--- src/rtl/dwt_pkg.sv ---
// Shared types for the DAUB-4 lifting DWT scheduler: select codes, FSM states
// and the result tag that travels alongside the lifting pipeline.
package dwt_pkg;

  localparam logic [1:0] SEL_IDLE = 2'b00;
  localparam logic [1:0] SEL_L1   = 2'b01;
  localparam logic [1:0] SEL_L2   = 2'b10;
  localparam logic [1:0] SEL_L3   = 2'b11;

  typedef enum logic [1:0] {ST_IDLE, ST_RUN, ST_FLUSH, ST_ERR} state_e;

  typedef struct packed {
    logic       valid;
    logic [1:0] level;
    logic       parity;
  } tag_t;

  // Level number (1..3) to operand mux select code.
  function automatic logic [1:0] lvl_sel(input int unsigned lvl);
    case (lvl)
      1:       return SEL_L1;
      2:       return SEL_L2;
      3:       return SEL_L3;
      default: return SEL_IDLE;
    endcase
  endfunction

endpackage

--- src/rtl/dwt_tag_pipe.sv ---
// Depth-DEPTH shift register of result tags that mirrors the lifting pipeline.
// pend flags a valid tag in any stage other than the output stage.
module dwt_tag_pipe
  import dwt_pkg::*;
#(
  parameter int DEPTH = 3
) (
  input  logic clk,
  input  logic resetn,
  input  logic clr,
  input  tag_t tag_in,
  output tag_t tag_out,
  output logic pend
);

  tag_t [DEPTH-1:0] stage_q, stage_d;

  always_comb begin
    stage_d = '0;
    if (!clr) begin
      stage_d[0] = tag_in;
      for (int i = 1; i < DEPTH; i++) stage_d[i] = stage_q[i-1];
    end
    pend = 1'b0;
    for (int i = 0; i < DEPTH - 1; i++) pend = pend | stage_q[i].valid;
  end

  always_ff @(posedge clk or negedge resetn)
    if (!resetn) stage_q <= '0;
    else         stage_q <= stage_d;

  assign tag_out = stage_q[DEPTH-1];

endmodule

--- src/rtl/dwt_sched.sv ---
// Scheduler for a single time-multiplexed lifting pipeline serving up to three
// DWT levels: issue slots, operand/delay enables and result tagging.
module dwt_sched
  import dwt_pkg::*;
#(
  parameter int LEVELS    = 3,
  parameter int FRAME_LEN = 64,
  parameter int LAT_FB    = 3,
  parameter int D_DLY     = 2
) (
  input  logic              clk,
  input  logic              resetn,
  input  logic              start,
  input  logic              in_valid,
  output logic              in_ready,
  output logic              busy,
  output logic              done,
  output logic              err,
  output logic [LEVELS-1:0] en_r,
  output logic [LEVELS-1:0] en_rp,
  output logic [1:0]        sel_even,
  output logic [1:0]        sel_odd,
  output logic [1:0]        sel_d,
  output logic [LEVELS-1:0] en_d,
  output logic              l_valid,
  output logic              h_valid,
  output logic [1:0]        l_level,
  output logic [1:0]        h_level,
  output logic              l_final
);

  localparam int TW = $clog2(FRAME_LEN) + 4;
  localparam int CW = $clog2(FRAME_LEN) + 1;

  state_e                      state_q, state_d;
  logic [TW-1:0]               t_q, t_d;
  logic [LEVELS-1:0]           pair_rdy_q, pair_rdy_d;
  logic [LEVELS-1:0]           issue_q, issue_d;
  logic [LEVELS-1:0][CW-1:0]   cnt_q, cnt_d;
  logic [1:0]                  osel_q, osel_d;
  logic                        done_q, done_d;
  logic                        err_q, err_d;
  logic [D_DLY-1:0][LEVELS-1:0] den_q;
  logic [D_DLY-1:0][1:0]       dsel_q;

  tag_t              tag_in, tag_out;
  logic              pend, bad, restart, all_done, active_d;
  logic [LEVELS-1:0] cap_r, cap_rp;

  // Feedback captures happen in the cycle the tag leaves the pipeline.
  always_comb begin
    cap_r  = '0;
    cap_rp = '0;
    for (int j = 1; j < LEVELS; j++)
      if (tag_out.valid && tag_out.level == 2'(j)) begin
        if (tag_out.parity) cap_rp[j] = 1'b1;
        else                cap_r[j]  = 1'b1;
      end
  end

  always_comb begin
    tag_in = '0;
    for (int j = 0; j < LEVELS; j++)
      if (issue_q[j]) begin
        tag_in.valid  = 1'b1;
        tag_in.level  = 2'(j + 1);
        tag_in.parity = cnt_q[j][0];
      end
  end

  always_comb begin
    state_d    = state_q;
    t_d        = t_q;
    err_d      = err_q;
    done_d     = 1'b0;
    restart    = 1'b0;
    bad        = 1'b0;
    pair_rdy_d = (pair_rdy_q & ~issue_q) | cap_rp;
    cnt_d      = cnt_q;
    all_done   = 1'b1;
    for (int j = 0; j < LEVELS; j++) begin
      if (issue_q[j]) cnt_d[j] = cnt_q[j] + CW'(1);
      if (cnt_q[j] != CW'(FRAME_LEN >> (j + 1))) all_done = 1'b0;
    end
    // A second odd operand arriving before the pending pair issued would be lost.
    for (int j = 1; j < LEVELS; j++)
      if (cap_rp[j] && pair_rdy_q[j] && !issue_q[j]) bad = 1'b1;

    case (state_q)
      ST_IDLE: if (start) restart = 1'b1;
      ST_RUN: begin
        t_d = t_q + TW'(1);
        if (!in_valid) bad = 1'b1;
        if (t_q == TW'(FRAME_LEN - 1)) state_d = ST_FLUSH;
      end
      ST_FLUSH: begin
        t_d = t_q + TW'(1);
        // The exiting tag is consumed this cycle, so only earlier stages matter.
        if (all_done && issue_q == '0 && !pend) begin
          done_d  = 1'b1;
          state_d = ST_IDLE;
          if (start) restart = 1'b1;
        end
      end
      ST_ERR: if (start) restart = 1'b1;
      default: state_d = ST_IDLE;
    endcase

    if (bad && (state_q == ST_RUN || state_q == ST_FLUSH)) begin
      state_d = ST_ERR;
      err_d   = 1'b1;
      done_d  = 1'b0;
      restart = 1'b0;
    end
    if (restart) begin
      state_d    = ST_RUN;
      t_d        = '0;
      err_d      = 1'b0;
      pair_rdy_d = '0;
      cnt_d      = '0;
    end
    if (state_d == ST_ERR) pair_rdy_d = '0;

    // Issue and selects are registered, so they are decided from next-cycle t.
    active_d = (state_d == ST_RUN) || (state_d == ST_FLUSH);
    issue_d  = '0;
    osel_d   = SEL_IDLE;
    if (state_d == ST_RUN && t_d[0]) issue_d[0] = 1'b1;
    for (int j = 1; j < LEVELS; j++)
      if (active_d && pair_rdy_d[j] &&
          (t_d & TW'((2 << j) - 1)) == TW'(1 << j))
        issue_d[j] = 1'b1;
    for (int j = 0; j < LEVELS; j++)
      if (issue_d[j]) osel_d = lvl_sel(j + 1);
  end

  always_ff @(posedge clk or negedge resetn)
    if (!resetn) begin
      state_q    <= ST_IDLE;
      t_q        <= '0;
      pair_rdy_q <= '0;
      issue_q    <= '0;
      cnt_q      <= '0;
      osel_q     <= SEL_IDLE;
      done_q     <= 1'b0;
      err_q      <= 1'b0;
      den_q      <= '0;
      dsel_q     <= '0;
    end else begin
      state_q    <= state_d;
      t_q        <= t_d;
      pair_rdy_q <= pair_rdy_d;
      issue_q    <= issue_d;
      cnt_q      <= cnt_d;
      osel_q     <= osel_d;
      done_q     <= done_d;
      err_q      <= err_d;
      if (state_d == ST_ERR) begin
        den_q  <= '0;
        dsel_q <= '0;
      end else begin
        den_q[0]  <= issue_q;
        dsel_q[0] <= osel_q;
        for (int i = 1; i < D_DLY; i++) begin
          den_q[i]  <= den_q[i-1];
          dsel_q[i] <= dsel_q[i-1];
        end
      end
    end

  dwt_tag_pipe #(.DEPTH(LAT_FB)) u_tags (
    .clk     (clk),
    .resetn  (resetn),
    .clr     (state_d == ST_ERR),
    .tag_in  (tag_in),
    .tag_out (tag_out),
    .pend    (pend)
  );

  assign in_ready = (state_q == ST_RUN);
  assign busy     = (state_q == ST_RUN) || (state_q == ST_FLUSH);
  assign done     = done_q;
  assign err      = err_q;
  assign en_r     = cap_r | LEVELS'(state_q == ST_RUN && !t_q[0]);
  assign en_rp    = cap_rp;
  assign sel_even = osel_q;
  assign sel_odd  = osel_q;
  assign sel_d    = dsel_q[D_DLY-1];
  assign en_d     = den_q[D_DLY-1];
  assign l_valid  = tag_out.valid;
  assign h_valid  = tag_out.valid;
  assign l_level  = tag_out.level;
  assign h_level  = tag_out.level;
  assign l_final  = tag_out.valid && tag_out.level == 2'(LEVELS);

endmodule

--- config.mk ---
export PLATFORM = sky130hd
export DESIGN_NAME = dwt_sched
export DESIGN_NICKNAME = d
export VERILOG_FILES = /design/src/rtl/dwt_pkg.sv /design/src/rtl/dwt_tag_pipe.sv /design/src/rtl/dwt_sched.sv
export SDC_FILE = /design/constraint.sdc
export NUM_CORES = 1
export LEC_CHECK = 0
export ABC_CLOCK_PERIOD_IN_PS = 4900
export BUFFER_PORTS_ARGS = -buffer_cell sky130_fd_sc_hd__clkbuf_2
export CAP_MARGIN = 10
export CELL_PAD_IN_SITES_DETAIL_PLACEMENT = 1
export CELL_PAD_IN_SITES_GLOBAL_PLACEMENT = 2
export CORE_MARGIN = 8
export CORE_UTILIZATION = 40
export CTS_BUF_LIST = sky130_fd_sc_hd__clkbuf_8
export CTS_CLUSTER_DIAMETER = 40
export DETAILED_ROUTE_END_ITERATION = 12
export PLACE_DENSITY_LB_ADDON = 0.1
export SYNTH_ARGS = -nofsm -noshare
export SYNTH_HDL_FRONTEND = slang
export SYNTH_SLANG_ARGS = --single-unit
--- constraint.sdc ---
create_clock -name clk -period 4.9 [get_ports clk]
set_input_delay 0 -clock clk [delete_from_list [all_inputs] [get_ports clk]]
set_output_delay 0 -clock clk [all_outputs]
set_load 0.1 [all_outputs]
---- Yosys cells after proc, flatten, opt, wreduce, memory -nomap -nowiden ----
Index checks and enable logic that the tools add are counted.
operators by class
  $add $sub $neg .......................... 4
  equal/unequal tests ..................... 15
  mux-type cells .......................... 47
  bitwise operators ....................... 5
  reduce and logical (&&, ||, !) cells .... 31
operators with widths
  cell                                                                    number
  1-bit two-way mux                                                       25
  7-bit by 1-bit adder with 7-bit output, second input constant           3
  21-bit two-way mux                                                      1
  7-bit two-way mux                                                       3
  10-bit two-way mux                                                      2
  1-bit logical AND                                                       16
  4-bit two-way mux                                                       4
  2-bit equality test, second input constant                              7
  12-bit two-way mux                                                      1
  2-bit two-way mux                                                       6
  10-bit by 1-bit adder with 10-bit output, second input constant         1
  10-bit by 6-bit equality test with 1-bit output, second input constant  1
  2-bit nonzero test                                                      5
  7-bit by 4-bit != test with 1-bit output, second input constant         1
  7-bit by 5-bit != test with 1-bit output, second input constant         1
  7-bit by 6-bit != test with 1-bit output, second input constant         1
  2-bit by 1-bit equality test with 1-bit output, second input constant   3
  3-bit two-way mux                                                       2
  6-bit two-way mux                                                       1
  1-bit zero test                                                         4
  2-bit case mux with 2 select lines                                      1
  2-bit OR reduction                                                      2
  3-bit bitwise AND                                                       1
  3-bit equality test, second input constant                              1
  other kinds (8)                                                         9
storage, ports and cells
  flip-flop bits (word level) ............. 65
  input bits .............................. 4
  output and inout port bits .............. 26
  word-level logic and storage cells ...... 126

---- Depth between registers and ports, before layout ----
Gate-level depths: netlist (run 1).
  word-level depth ........................ 19
  mapped depth ............................ 9
  depth with buffers taken out ............ 8

---- By module ----
A second synthesis (run 1) with hierarchy kept.
second synthesis, totals
  cell total of the unflattened synthesis .. 310
  area total of the unflattened synthesis .. 3,203.1 µm²
modules (own cells, without submodules)
  module        instances  cells each  area each (µm²)  seq. area each (µm²)
  dwt_sched     1          280         2,740.1          1,301.2
  dwt_tag_pipe  1          30          462.9            300.3

---- Least setup slack after synthesis (run 1) ----
No wires, ideal clock.
  path kind ............................... reg-to-reg
  start point ............................. register u_tags.stage_q (netlist bit u_tags.tag_out[3])
  end point ............................... register issue_q[2]
  setup time .............................. 0.097 ns
  data arrival time ....................... 3.104 ns
  required time ........................... 4.803 ns
  setup slack ............................. 1.700 ns
  stages on the path, launching flop included .. 7
  buffers on the path ..................... 0
  period minus slack after synthesis ...... 3.200 ns
  path through ............................ dfrtp_1 > and4b_1 > a22oi_1 > a21oi_2 > a211o_4 > xnor2_2 > nor4_2
between the ends
  word-level cells in the longest chain between the ends .. 16
  elaborated cells on any way between the ends .. 28
  those cells by class .................... eq/ne (4); mux (13); bitwise (1); reduce/logical (10)
ends and longest elaborated chain
  what                                                           line                                text
  from (decl)                                                    dwt_tag_pipe.sv:16                  tag_t [DEPTH-1:0] stage_q, stage_d;
  from (signal assigned)                                         dwt_tag_pipe.sv:30                  else stage_q <= stage_d;
  1-bit logical AND *                                            dwt_sched.sv:55                     if (tag_out.valid && tag_out.level == 2'(j)) begin
  1-bit two-way mux *                                            dwt_sched.sv:55
  via en_rp[1]                                                   dwt_sched.sv:20                     output logic [LEVELS-1:0] en_rp,
  1-bit logical AND * (2 in series)                              dwt_sched.sv:87                     if (cap_rp[j] && pair_rdy_q[j] && !issue_q[j]) bad = 1'b1;
  1-bit two-way mux * (2 in series)                              dwt_sched.sv:87
  1-bit two-way mux                                              dwt_sched.sv:93                     if (!in_valid) bad = 1'b1;
  1-bit two-way mux *                                            dwt_sched.sv:89                     case (state_q)
  1-bit logical AND *                                            dwt_sched.sv:109                    if (bad && (state_q == ST_RUN || state_q == ST_FLUSH)) begin
  2-bit two-way mux / 1-bit two-way mux (equally long branches)  dwt_sched.sv:109
  2-bit two-way mux                                              dwt_sched.sv:115                    if (restart) begin
  2-bit equality test (tied with other cells)                    dwt_sched.sv:122                    if (state_d == ST_ERR) pair_rdy_d = '0;
  3-bit two-way mux / 1-bit logical OR (equally long branches)   dwt_sched.sv:122, dwt_sched.sv:125
  1-bit logical AND                                              dwt_sched.sv:130                    if (active_d && pair_rdy_d[j] &&
  1-bit logical AND *                                            dwt_sched.sv:130
  1-bit two-way mux *                                            dwt_sched.sv:130
  via issue_d[2]                                                 dwt_sched.sv:38                     logic [LEVELS-1:0] issue_q, issue_d;
  to (signal assigned)                                           dwt_sched.sv:153                    issue_q <= issue_d;
  to (decl)                                                      dwt_sched.sv:38
Mark *: on every way through the listed nets, which the timed path passes. The rest lies on a longest branch.
A chain may end at the register's enable or synchronous reset.

---- Worst setup path in the final report (run 1) ----
  start point ............................. register state_q[1]
  end point ............................... register dsel_q (netlist bit sel_d[1])
between the ends
  word-level cells in the longest chain between the ends .. 7
  elaborated cells on any way between the ends .. 17
  those cells by class .................... eq/ne (4); mux (9); reduce/logical (4)
ends and longest elaborated chain
  what                                                                            line                               text
  from (decl)                                                                     dwt_sched.sv:35                    state_e state_q, state_d;
  from (signal assigned)                                                          dwt_sched.sv:150                   state_q <= state_d;
  2-bit equality test (tied with other cells)                                     dwt_sched.sv:89
  2-bit OR reduction (no line) (tied with other cells)                            --
  1-bit case mux with 2 select lines / 1-bit logical AND (equally long branches)  dwt_sched.sv:89, dwt_sched.sv:109
  1-bit two-way mux / 2-bit two-way mux (equally long branches)                   dwt_sched.sv:109
  2-bit two-way mux *                                                             dwt_sched.sv:115
  2-bit equality test *                                                           dwt_sched.sv:158                   if (state_d == ST_ERR) begin
  4-bit two-way mux *                                                             dwt_sched.sv:158
  to (signal, indexed assignment)                                                 dwt_sched.sv:166                   dsel_q[i] <= dsel_q[i-1];
  to (decl)                                                                       dwt_sched.sv:44                    logic [D_DLY-1:0][1:0] dsel_q;
Mark *: on every way between the ends. The rest lies on a longest branch, timed or not.

==> impl_results.html, run 1 <==
<table>
<tr><th>Metric</th><th>Value</th></tr>
<tr><th colspan="2">Setup path</th></tr>
<tr><td>Critical path capture point type</td><td>register</td></tr>
<tr><td>Worst-path fanout max</td><td>22</td></tr>
<tr><td>Critical path class</td><td>register to register</td></tr>
<tr><td>Data required time of the critical path</td><td>about 5.1 ns</td></tr>
<tr><td>Data arrival time of the critical path</td><td>between 3 and 4 ns</td></tr>
<tr><td>Crit path launch type</td><td>register</td></tr>
<tr><th colspan="2">Clock tree</th></tr>
<tr><td>Post-CTS setup buffer count</td><td>0</td></tr>
<tr><td>Clock latency at the later pin of the worst-skew pair</td><td>0.35 ns</td></tr>
<tr><td>Clock sink total</td><td>64</td></tr>
<tr><td>Register clock-pin slew on the reported worst setup and hold paths</td><td>approximately 0.070 ns</td></tr>
<tr><td>Root Driver</td><td>sky130_fd_sc_hd__clkbuf_8</td></tr>
<tr><td>TritonCTS clock tree</td><td>yes</td></tr>
<tr><td>Clock Path Buffers</td><td>2</td></tr>
<tr><td>CTS H-Tree Depth</td><td>3</td></tr>
<tr><td>Number of buffers created by CTS</td><td>9</td></tr>
<tr><th colspan="2">Finish</th></tr>
<tr><td>Post-Route Utilization</td><td>0.455</td></tr>
<tr><td>ANT cells</td><td>0</td></tr>
<tr><td>Share of cells above drive strength 1</td><td>0.169</td></tr>
<tr><td>Area delta synth-&gt;final</td><td>10.6%</td></tr>
<tr><td>Commonest cells after routing, fill and taps aside</td><td>sky130_fd_sc_hd__nor2_1, sky130_fd_sc_hd__dfrtp_1, sky130_fd_sc_hd__nand2_1</td></tr>
<tr><td>Most common cell after layout, fill and taps aside</td><td>sky130_fd_sc_hd__nor2_1</td></tr>
<tr><td>NumNets Final</td><td>roughly 360</td></tr>
<tr><td>Fill count</td><td>~900</td></tr>
<tr><th colspan="2">Place</th></tr>
<tr><td>DPL Wire Length</td><td>4740 um</td></tr>
<tr><td>Routability congestion estimate from global placement</td><td>0.819</td></tr>
<tr><td>Number of buffers added on ports</td><td>28</td></tr>
<tr><th colspan="2">Routing</th></tr>
<tr><td>Detailed-route wire length per cell</td><td>15.5 um</td></tr>
<tr><td>Vias</td><td>~2.2k</td></tr>
<tr><td>DRC violations left</td><td>0</td></tr>
<tr><td>Iteration-0 DRC Markers</td><td>127</td></tr>
<tr><td>Total Wirelength</td><td>about 7000 um</td></tr>
<tr><td>Total iterations of the first detailed-routing run</td><td>4</td></tr>
<tr><td>Vias per Instance</td><td>between 4 and 5</td></tr>
<tr><td>Post-route ant nets</td><td>0</td></tr>
<tr><th colspan="2">Yosys</th></tr>
<tr><td>Cell area after synthesis</td><td>roughly 3200 sq um</td></tr>
<tr><td>Top cell type's share of synthesized area</td><td>0.506</td></tr>
<tr><td>Number of enable flip-flop cells after synthesis</td><td>0</td></tr>
<tr><td>Synth top area cells</td><td>sky130_fd_sc_hd__dfrtp_1, sky130_fd_sc_hd__nor2_1, sky130_fd_sc_hd__nand2_1</td></tr>
<tr><td>Yosys reg bits</td><td>64</td></tr>
<tr><td>Dominant cell type by area after synthesis</td><td>sky130_fd_sc_hd__dfrtp_1</td></tr>
<tr><td>Fraction of registers with async set/reset</td><td>1.00</td></tr>
<tr><td>Synthesized Nets</td><td>339</td></tr>
<tr><td>Fraction of the yosys area taken by sequential cells</td><td>0.506</td></tr>
<tr><td>Number of cells produced by synthesis</td><td>between 300 and 400</td></tr>
<tr><td>Yosys Warn Count</td><td>0</td></tr>
<tr><td>Most used flip-flop cell after synthesis</td><td>sky130_fd_sc_hd__dfrtp_1</td></tr>
<tr><td>Distinct cell type count after synthesis</td><td>48</td></tr>
<tr><td>Mean area per synthesized cell</td><td>slightly below 10 sq um</td></tr>
<tr><th colspan="2">Global route</th></tr>
<tr><td>Antenna violations before repair</td><td>0</td></tr>
<tr><td>Wire length of the first global-routing pass</td><td>between 10,000 and 15,000 um</td></tr>
<tr><td>Leftover overflow at the end of global routing</td><td>0</td></tr>
<tr><td>Via count of the first global-routing pass</td><td>roughly 2.5k</td></tr>
<tr><td>Global-route total usage across every layer</td><td>0.138</td></tr>
<tr><td>Maximum number of pins on one net before global-route repair</td><td>between 60 and 70</td></tr>
<tr><th colspan="2">STA</th></tr>
<tr><td>Final Hold Slack</td><td>about 0.16 ns</td></tr>
<tr><td>Final period demand of the worst path</td><td>roughly 2.8 ns</td></tr>
<tr><td>Achievable Freq</td><td>approximately 0.35 GHz</td></tr>
<tr><td>Final setup fails</td><td>0</td></tr>
<tr><td>Transition time at the pin with the least slew margin</td><td>~1.0 ns</td></tr>
<tr><td>Hold Violations, Final</td><td>0</td></tr>
<tr><td>Count of final max-slew check failures</td><td>0</td></tr>
<tr><td>Sum Neg Setup Slack</td><td>0 ns</td></tr>
<tr><td>Setup repair after global routing missed its margin</td><td>false</td></tr>
<tr><td>Worst slew margin</td><td>0.317</td></tr>
<tr><td>Final period utilization</td><td>0.578</td></tr>
<tr><td>Fin Clk Skew</td><td>~0.015 ns</td></tr>
<tr><th colspan="2">Power and ir drop</th></tr>
<tr><td>P_sw</td><td>1.10 mW</td></tr>
<tr><td>Pleak</td><td>1.66 nW</td></tr>
<tr><td>Cell internal power dissipation</td><td>between 1 and 1.5 mW</td></tr>
<tr><td>Part of the total power dissipated in sequential elements</td><td>0.328</td></tr>
<tr><td>Combinational group share of total power</td><td>0.467</td></tr>
<tr><td>Power after layout</td><td>about 2.2 mW</td></tr>
<tr><td>Switching Share</td><td>0.498</td></tr>
<tr><td>Clock power share</td><td>0.205</td></tr>
<tr><td>Ratio of total power to cell area</td><td>between 600 and 700 nW/um^2</td></tr>
<tr><td>Worst vdd rail ir drop</td><td>around 180 uV</td></tr>
<tr><th colspan="2">Floorplan</th></tr>
<tr><td>Count of standard-cell rows</td><td>32</td></tr>
<tr><td>Core area</td><td>between 7000 and 8000 sq um</td></tr>
<tr><td>Die ar.</td><td>11,000 sq um</td></tr>
<tr><td>Initial core utilization</td><td>0.411</td></tr>
<tr><td>Horizontal die dimension</td><td>about 100 um</td></tr>
<tr><td>Number of top-level pins</td><td>30</td></tr>
<tr><td>Vert. Die Dim</td><td>approximately 100 um</td></tr>
<tr><th colspan="2">Flow run</th></tr>
<tr><td>Max-cap violations</td><td>0</td></tr>
<tr><th colspan="2">Min path</th></tr>
<tr><td>Worst min path class</td><td>primary input to register</td></tr>
<tr><th colspan="2">Outcome</th></tr>
<tr><td>Outcome</td><td>finished, final reports clean</td></tr>
</table>
metrics by stage:
| stage | std cells | worst slack [ns] | cell area (sq um) |
|---|---|---|---|
| after floorplan | 326 | 1.70 | 3160 |
| after global placement | 434 | 2.18 | 3290 |
| after detailed placement | 434 | 2.08 | 3290 |
| after CTS | 451 | 2.03 | 3500 |
| after global routing | 451 | 1.87 | 3500 |
| final | 451 | 2.07 | 3500 |
timing repair:
item | 4_1_cts | 5_1_grt
hold endpoints to repair | 64 | 0
hold buffers | 1 | 0
gates resized for setup | 0 | 0
layer usage:
layer	vias up	share of wire	track usage	wire, um
met5	-	0	0	0
met4	0	0.015	0.0550	105
met3	8	0.044	0.0455	308
met2	31	0.46	0.225	3200
met1	1105	0.48	0.165	3390
li1	1100	-	-	-
kinds of logic (layout without fill, tap and decap cells):
group,after synthesis,count (layout),synth area share
AO/OA/AOI/OAI,30,30,0.0720
XOR/XNOR,26,26,0.0744
adder cells (fa/ha/maj),9,9,0.0356
buffers and inverters,35,58,0.0621
flip-flops,64,64,0.506
multiplexers,4,4,0.0127
other,1,1,0.00119
AND/OR/NAND/NOR,157,157,0.236
state kept, by name, summed over array words and instances (netlist names):
register and flops:
u_tags.tag_out 4, dsel_q 2, err 1, cnt_q 21
pair_rdy_q 2, t_q 10, done 1, u_tags.stage_q 8
state_q 2, issue_q 3, den_q 3, en_d 3
sel_even 2, sel_d 2
area by class of cell:
class                           count  area, sq um  share of cell area
Inverter                           11         41.3              0.0118
Sequential cell                    64         1600               0.458
Clock inverter                      7         71.3              0.0204
Tap cell                          102          128              0.0365
Multi-Input combinational cell    227         1370               0.391
Clock buffer                        9          124              0.0354
Timing Repair Buffer               31          165              0.0472
worst max-delay path, stage by stage, from the launching register on:
cell and delay, ns:
sky130_fd_sc_hd__dfrtp_1 0.45, sky130_fd_sc_hd__ha_1 0.56, sky130_fd_sc_hd__inv_1 0.18, sky130_fd_sc_hd__a21o_1 0.24, sky130_fd_sc_hd__or2_2 0.30, sky130_fd_sc_hd__a21oi_2 0.81
sky130_fd_sc_hd__nor2_1 0.13
Yosys cell counts, types with 3 or more instances:
library cell               count
sky130_fd_sc_hd__a211oi_1      3
sky130_fd_sc_hd__a21oi_1       4
sky130_fd_sc_hd__buf_2         4
sky130_fd_sc_hd__buf_4        14
sky130_fd_sc_hd__clkbuf_1      5
sky130_fd_sc_hd__dfrtp_1      64
sky130_fd_sc_hd__ha_1          9
sky130_fd_sc_hd__inv_1        11
sky130_fd_sc_hd__mux2i_1       4
sky130_fd_sc_hd__nand2_1      42
sky130_fd_sc_hd__nand3_1       6
sky130_fd_sc_hd__nand4_1      10
sky130_fd_sc_hd__nor2_1       66
sky130_fd_sc_hd__nor2b_1       5
sky130_fd_sc_hd__nor3_1        7
sky130_fd_sc_hd__nor4b_1       4
sky130_fd_sc_hd__o21ai_0       7
sky130_fd_sc_hd__xnor2_1      11
sky130_fd_sc_hd__xor2_1       14
power by group through the flow:
stage / Combinational, mW / Clock (mW) / Sequential, mW
6_report: 1.04 / 0.454 / 0.725
3_3_place_gp: 1.02 / 0 / 0.733
2_1_floorplan: 0.818 / 0 / 0.771
4_1_cts: 1.04 / 0.465 / 0.727
5_1_grt: 1.12 / 0.487 / 0.744
3_5_place_dp: 1.03 / 0 / 0.737
worst paths after layout:
| check | from | cells after the start | to | slack [ns] |
|---|---|---|---|---|
| worst min-delay path | in_valid | 4 | done$_DFF_PN0_ | 0.16 |
| max in group asynchronous | resetn | 3 | dsel_q[1]$_DFF_PN0_ | 3.99 |
| worst max register to register | state_q[1]$_DFF_PN0_ | 6 | sel_d[1]$_DFF_PN0_ | 2.07 |
| worst max-delay path | state_q[1]$_DFF_PN0_ | 6 | sel_d[1]$_DFF_PN0_ | 2.07 |
| worst min register to register | dsel_q[1]$_DFF_PN0_ | 2 | sel_d[1]$_DFF_PN0_ | 0.48 |
| min in group asynchronous | resetn | 3 | cnt_q[1]$_DFFE_PN0P_ | 0.36 |
(Power assumes the default switching activity.)
==> run 2, diff against run 1 <==
--- a/config.mk
+++ b/config.mk
@@ -5,13 +5,14 @@
 export SDC_FILE = /design/constraint.sdc
 export NUM_CORES = 1
 export LEC_CHECK = 0
-export ABC_CLOCK_PERIOD_IN_PS = 4900
+export ABC_AREA = 1
+export ABC_CLOCK_PERIOD_IN_PS = 2900
 export BUFFER_PORTS_ARGS = -buffer_cell sky130_fd_sc_hd__clkbuf_2
 export CAP_MARGIN = 10
 export CELL_PAD_IN_SITES_DETAIL_PLACEMENT = 1
 export CELL_PAD_IN_SITES_GLOBAL_PLACEMENT = 2
 export CORE_MARGIN = 8
-export CORE_UTILIZATION = 40
+export CORE_UTILIZATION = 37
 export CTS_BUF_LIST = sky130_fd_sc_hd__clkbuf_8
 export CTS_CLUSTER_DIAMETER = 40
 export DETAILED_ROUTE_END_ITERATION = 12
==> constraint.sdc (replaced) <==
create_clock -name clk -period 2.9 [get_ports clk]
set_input_delay 0 -clock clk [delete_from_list [all_inputs] [get_ports clk]]
set_output_delay 0 -clock clk [all_outputs]
set_load 0.1 [all_outputs]
==> run 2 against run 1 <==
- hold slack got worse by 0.11 ns
- routed wire length increased by 3.1%
- sequential share of layout area decreased by 2.5 points
- critical path type unchanged
- critical endpoint is now sel_even[0]$_DFF_PN0_
==> impl_results.html, run 2 <==
<table>
<tr><th>Metric</th><th>Value</th></tr>
<tr><th colspan="2">Finish</th></tr>
<tr><td>Largest registers ranked by flip-flop count</td><td>cnt_q x21, t_q x10, u_tags.stage_q x8</td></tr>
<tr><td>Flip-flop count of the largest register after layout</td><td>21 (unchanged)</td></tr>
<tr><td>Share of cells above drive strength 1</td><td>0.154 (-0.0149)</td></tr>
<tr><td>Fill count</td><td>1,069 (+18%)</td></tr>
<tr><td>Multi-input gate area</td><td>1170 sq um (-15%)</td></tr>
<tr><td>Most common cell after layout, fill and taps aside</td><td>sky130_fd_sc_hd__inv_1</td></tr>
<tr><td>Commonest cells after routing, fill and taps aside</td><td>sky130_fd_sc_hd__inv_1, sky130_fd_sc_hd__nand2_1, sky130_fd_sc_hd__dfrtp_1</td></tr>
<tr><td>Storage cell area</td><td>1600 sq um (unchanged)</td></tr>
<tr><td>NumNets Final</td><td>449 (+26%)</td></tr>
<tr><td>Register with the highest flop count</td><td>cnt_q</td></tr>
<tr><td>Area delta synth-&gt;final</td><td>11.2%</td></tr>
<tr><td>ANT cells</td><td>0 (unchanged)</td></tr>
<tr><th colspan="2">Routing</th></tr>
<tr><td>DRC violations left</td><td>0 (unchanged)</td></tr>
<tr><td>Vias per Instance</td><td>4.52 (-9.2%)</td></tr>
<tr><td>Vias</td><td>2,479 (+10%)</td></tr>
<tr><td>Post-route ant nets</td><td>0 (unchanged)</td></tr>
<tr><td>Total Wirelength</td><td>7220 um (+3.1%)</td></tr>
<tr><td>Iteration-0 DRC Markers</td><td>48 (-62%)</td></tr>
<tr><td>Detailed-route wire length per cell</td><td>13.1 um (-15%)</td></tr>
<tr><td>Total iterations of the first detailed-routing run</td><td>4 (unchanged)</td></tr>
<tr><th colspan="2">Place</th></tr>
<tr><td>Routability congestion estimate from global placement</td><td>0.708 (-14%)</td></tr>
<tr><td>Setup Slack @ Placement</td><td>0.583 ns (-1.49 ns)</td></tr>
<tr><td>Number of buffers added on ports</td><td>28 (unchanged)</td></tr>
<tr><td>DPL Wire Length</td><td>5280 um (+11%)</td></tr>
<tr><th colspan="2">Yosys</th></tr>
<tr><td>Most frequent cell after synthesis</td><td>sky130_fd_sc_hd__inv_1</td></tr>
<tr><td>Synthesized Nets</td><td>428 (+26%)</td></tr>
<tr><td>Distinct cell type count after synthesis</td><td>30 (-38%)</td></tr>
<tr><td>Synth top area cells</td><td>sky130_fd_sc_hd__dfrtp_1, sky130_fd_sc_hd__inv_1, sky130_fd_sc_hd__nand2_1</td></tr>
<tr><td>Fraction of the yosys area taken by sequential cells</td><td>0.481 (-0.0255)</td></tr>
<tr><td>Yosys reg bits</td><td>64 (unchanged)</td></tr>
<tr><td>Leading cell types by count after synthesis</td><td>sky130_fd_sc_hd__inv_1, sky130_fd_sc_hd__nand2_1, sky130_fd_sc_hd__dfrtp_1, sky130_fd_sc_hd__nor2_1, sky130_fd_sc_hd__nand3_1</td></tr>
<tr><td>Number of enable flip-flop cells after synthesis</td><td>0 (unchanged)</td></tr>
<tr><td>Top cell type's share of synthesized area</td><td>0.481 (-0.0255)</td></tr>
<tr><td>Dominant cell type by area after synthesis</td><td>sky130_fd_sc_hd__dfrtp_1</td></tr>
<tr><td>Yosys Warn Count</td><td>0 (unchanged)</td></tr>
<tr><td>Most used flip-flop cell after synthesis</td><td>sky130_fd_sc_hd__dfrtp_1</td></tr>
<tr><td>Number of cells produced by synthesis</td><td>415 (+27%)</td></tr>
<tr><td>Mean area per synthesized cell</td><td>8.03 sq um (-17%)</td></tr>
<tr><td>Fraction of registers with async set/reset</td><td>1.00 (unchanged)</td></tr>
<tr><td>Cell area after synthesis</td><td>3330 sq um (+5.3%)</td></tr>
<tr><th colspan="2">Floorplan</th></tr>
<tr><td>Initial core utilization</td><td>0.382 (-0.0295)</td></tr>
<tr><td>Count of standard-cell rows</td><td>34 (+6.3%)</td></tr>
<tr><td>Number of top-level pins</td><td>30 (unchanged)</td></tr>
<tr><td>Core area</td><td>8720 sq um (+13%)</td></tr>
<tr><td>Die ar.</td><td>12,300 sq um (+12%)</td></tr>
<tr><td>Vert. Die Dim</td><td>111 um (+5.7%)</td></tr>
<tr><td>Horizontal die dimension</td><td>111 um (+5.7%)</td></tr>
<tr><th colspan="2">Global route</th></tr>
<tr><td>Global-route layer with the greatest usage</td><td>met2</td></tr>
<tr><td>Antenna violations before repair</td><td>0 (unchanged)</td></tr>
<tr><td>Global-route total usage across every layer</td><td>0.127 (-0.0112)</td></tr>
<tr><td>Via count of the first global-routing pass</td><td>2,639 (+7.5%)</td></tr>
<tr><td>Met1 Usage GRT</td><td>0.152 (-0.0131)</td></tr>
<tr><td>Wire length of the first global-routing pass</td><td>12,800 um (+4.0%)</td></tr>
<tr><td>Met2 usage</td><td>0.210 (-0.0150)</td></tr>
<tr><td>Fraction of met3 tracks used by global routing</td><td>0.0363 (-0.00920)</td></tr>
<tr><td>Maximum number of pins on one net before global-route repair</td><td>38 (-42%)</td></tr>
<tr><td>Leftover overflow at the end of global routing</td><td>0 (unchanged)</td></tr>
<tr><th colspan="2">Clock tree</th></tr>
<tr><td>Root Driver</td><td>sky130_fd_sc_hd__clkbuf_8</td></tr>
<tr><td>Quantity of gates resized following cts</td><td>0 (unchanged)</td></tr>
<tr><td>Register clock-pin slew on the reported worst setup and hold paths</td><td>0.08 ns (about the same)</td></tr>
<tr><td>Clock sink total</td><td>64 (unchanged)</td></tr>
<tr><td>Number of buffers created by CTS</td><td>9 (unchanged)</td></tr>
<tr><td>Clock Path Buffers</td><td>2 (unchanged)</td></tr>
<tr><td>TritonCTS clock tree</td><td>yes</td></tr>
<tr><td>Clock latency at the later pin of the worst-skew pair</td><td>0.34 ns (about the same)</td></tr>
<tr><td>Post-CTS setup buffer count</td><td>0 (unchanged)</td></tr>
<tr><td>Post-CTS Hold Fix Bufs</td><td>1 (unchanged)</td></tr>
<tr><td>CTS H-Tree Depth</td><td>3 (unchanged)</td></tr>
<tr><th colspan="2">Outcome</th></tr>
<tr><td>Outcome</td><td>finished, final reports clean</td></tr>
<tr><th colspan="2">Setup path</th></tr>
<tr><td>Critical path class</td><td>register to register</td></tr>
<tr><td>Critical path capture point type</td><td>register</td></tr>
<tr><td>Crit path launch type</td><td>register</td></tr>
<tr><td>Data required time of the critical path</td><td>3.18 ns (-1.91 ns)</td></tr>
<tr><td>Start point of the critical path</td><td>state_q[1]$_DFF_PN0_</td></tr>
<tr><td>Source of the worst register-to-register timing path</td><td>state_q[1]$_DFF_PN0_</td></tr>
<tr><td>Data arrival time of the critical path</td><td>2.55 ns (-0.47 ns)</td></tr>
<tr><td>Worst-path fanout max</td><td>37 (+68%)</td></tr>
<tr><th colspan="2">Power and ir drop</th></tr>
<tr><td>Pleak</td><td>2.34 nW (+40%)</td></tr>
<tr><td>Worst vdd rail ir drop</td><td>265 uV (+46%)</td></tr>
<tr><td>Cell internal power dissipation</td><td>1.38 mW (+24%)</td></tr>
<tr><td>Clock power share</td><td>0.481 (+0.276)</td></tr>
<tr><td>P_sw</td><td>0.395 mW (-64%)</td></tr>
<tr><td>Ratio of total power to cell area</td><td>480 nW/um^2 (-24%)</td></tr>
<tr><td>Combinational group share of total power</td><td>0.017 (-0.450)</td></tr>
<tr><td>Part of the total power dissipated in sequential elements</td><td>0.502 (+0.174)</td></tr>
<tr><td>Switching Share</td><td>0.222 (-0.276)</td></tr>
<tr><th colspan="2">STA</th></tr>
<tr><td>Count of final max-slew check failures</td><td>0 (unchanged)</td></tr>
<tr><td>Sum Neg Setup Slack</td><td>0 ns (unchanged)</td></tr>
<tr><td>Fin worst setup slack</td><td>0.627 ns (-1.44 ns)</td></tr>
<tr><td>Final setup fails</td><td>0 (unchanged)</td></tr>
<tr><td>Final period utilization</td><td>0.784 (+0.206)</td></tr>
<tr><td>Setup repair after global routing missed its margin</td><td>false</td></tr>
<tr><td>Fin Clk Skew</td><td>0.00578 ns (-0.00875 ns)</td></tr>
<tr><td>Achievable Freq</td><td>0.440 GHz (+25%)</td></tr>
<tr><td>Worst slew margin</td><td>0.495 (+0.178)</td></tr>
<tr><td>Hold Violations, Final</td><td>0 (unchanged)</td></tr>
<tr><td>Final period demand of the worst path</td><td>2.27 ns (-0.560 ns)</td></tr>
<tr><td>Final Hold Slack</td><td>0.0424 ns (-0.114 ns)</td></tr>
<tr><td>Transition time at the pin with the least slew margin</td><td>0.758 ns (-0.267 ns)</td></tr>
<tr><th colspan="2">Min path</th></tr>
<tr><td>Start point of the worst min-delay path</td><td>start</td></tr>
<tr><td>Worst min path class</td><td>primary input to register</td></tr>
<tr><th colspan="2">Flow run</th></tr>
<tr><td>Max-cap violations</td><td>0 (unchanged)</td></tr>
</table>
==> run 2: cell count changes after synthesis, moves of 5 or more <==
cell	previous run	this run
sky130_fd_sc_hd__nor2b_1	5	0
sky130_fd_sc_hd__nand4_1	10	5
sky130_fd_sc_hd__nand3b_1	0	11
sky130_fd_sc_hd__nor2_1	66	33
sky130_fd_sc_hd__nand2_2	0	5
sky130_fd_sc_hd__inv_2	0	5
sky130_fd_sc_hd__xor2_1	14	5
sky130_fd_sc_hd__nand3_1	6	24
sky130_fd_sc_hd__inv_1	11	102
sky130_fd_sc_hd__xnor2_1	11	3
sky130_fd_sc_hd__nand2_1	42	87
sky130_fd_sc_hd__clkbuf_1	5	0
==> run 2: final cells by class <==
| type | count | area share |
|---|---|---|
| Tap cell | 108 | 0.0365 |
| Sequential cell | 64 | 0.433 |
| Timing Repair Buffer | 31 | 0.0480 |
| Inverter | 107 | 0.108 |
| Clock inverter | 7 | 0.0257 |
| Clock buffer | 9 | 0.0335 |
| Multi-Input combinational cell | 223 | 0.315 |
==> run 2: cells by family after synthesis <==
kind of cell               Yosys count  synth area share
AOI/OAI and AO/OA                   21            0.0368
xor gates and xnor gates             8            0.0210
adders and majority gates            9            0.0338
buffers and inverters              128             0.172
DFF                                 64             0.481
other                                1           0.00113
and+or+nand+nor                    184             0.255
==> run 2: stage by stage <==
step	instances	utilization	power, mW	instance area, sq um
floorplan	415	-	0.917	3340
global placement	532	0.398	0.940	3470
detailed placement	532	0.398	0.941	3470
CTS	549	0.425	1.81	3700
global route	549	0.425	1.84	3700
finish	549	0.425	1.78	3700
==> run 2: power groups by stage <==
stage	clock network, mW	logic (mW)	registers, mW
after CTS	0.890	0.0324	0.891
final	0.855	0.0302	0.892
after global routing	0.916	0.0356	0.891
after detailed placement	0	0.0314	0.909
after global placement	0	0.0312	0.909
after floorplan	0	0.00744	0.910
==> run 2: layer usage <==
| layer | share of wire | wire [um] |
|---|---|---|
| met1 | 0.47 | 3420 |
| met2 | 0.47 | 3400 |
| met3 | 0.038 | 275 |
| met4 | 0.016 | 117 |
| met5 | 0 | 0 |
==> run 2: path summary, 6_finish.rpt <==
kind,endpoint,slack [ns],depth (start not counted)
setup / recovery,sel_even[0]$_DFF_PN0_,0.63,12
hold / removal,err$_DFFE_PN0P_,0.04,6
setup reg to reg,sel_even[0]$_DFF_PN0_,0.63,12
hold reg to reg,u_tags.stage_q[5]$_DFF_PN0_,0.44,2
max in group asynchronous,en_d[0]$_DFF_PN0_,1.99,3
min in group asynchronous,cnt_q[14]$_DFFE_PN0P_,0.27,2
==> run 2: critical path, cell delays in order (launching register included) <==
cell,delay (ns)
sky130_fd_sc_hd__dfrtp_1,0.41
sky130_fd_sc_hd__inv_1,0.07
sky130_fd_sc_hd__ha_1,0.26
sky130_fd_sc_hd__inv_1,0.10
sky130_fd_sc_hd__or2_1,0.23
sky130_fd_sc_hd__nand3_2,0.10
sky130_fd_sc_hd__nand2_2,0.08
sky130_fd_sc_hd__nand3_2,0.10
sky130_fd_sc_hd__buf_4,0.41
sky130_fd_sc_hd__nand3_1,0.17
sky130_fd_sc_hd__a21oi_2,0.16
sky130_fd_sc_hd__nand2_2,0.07
sky130_fd_sc_hd__nand2_1,0.06
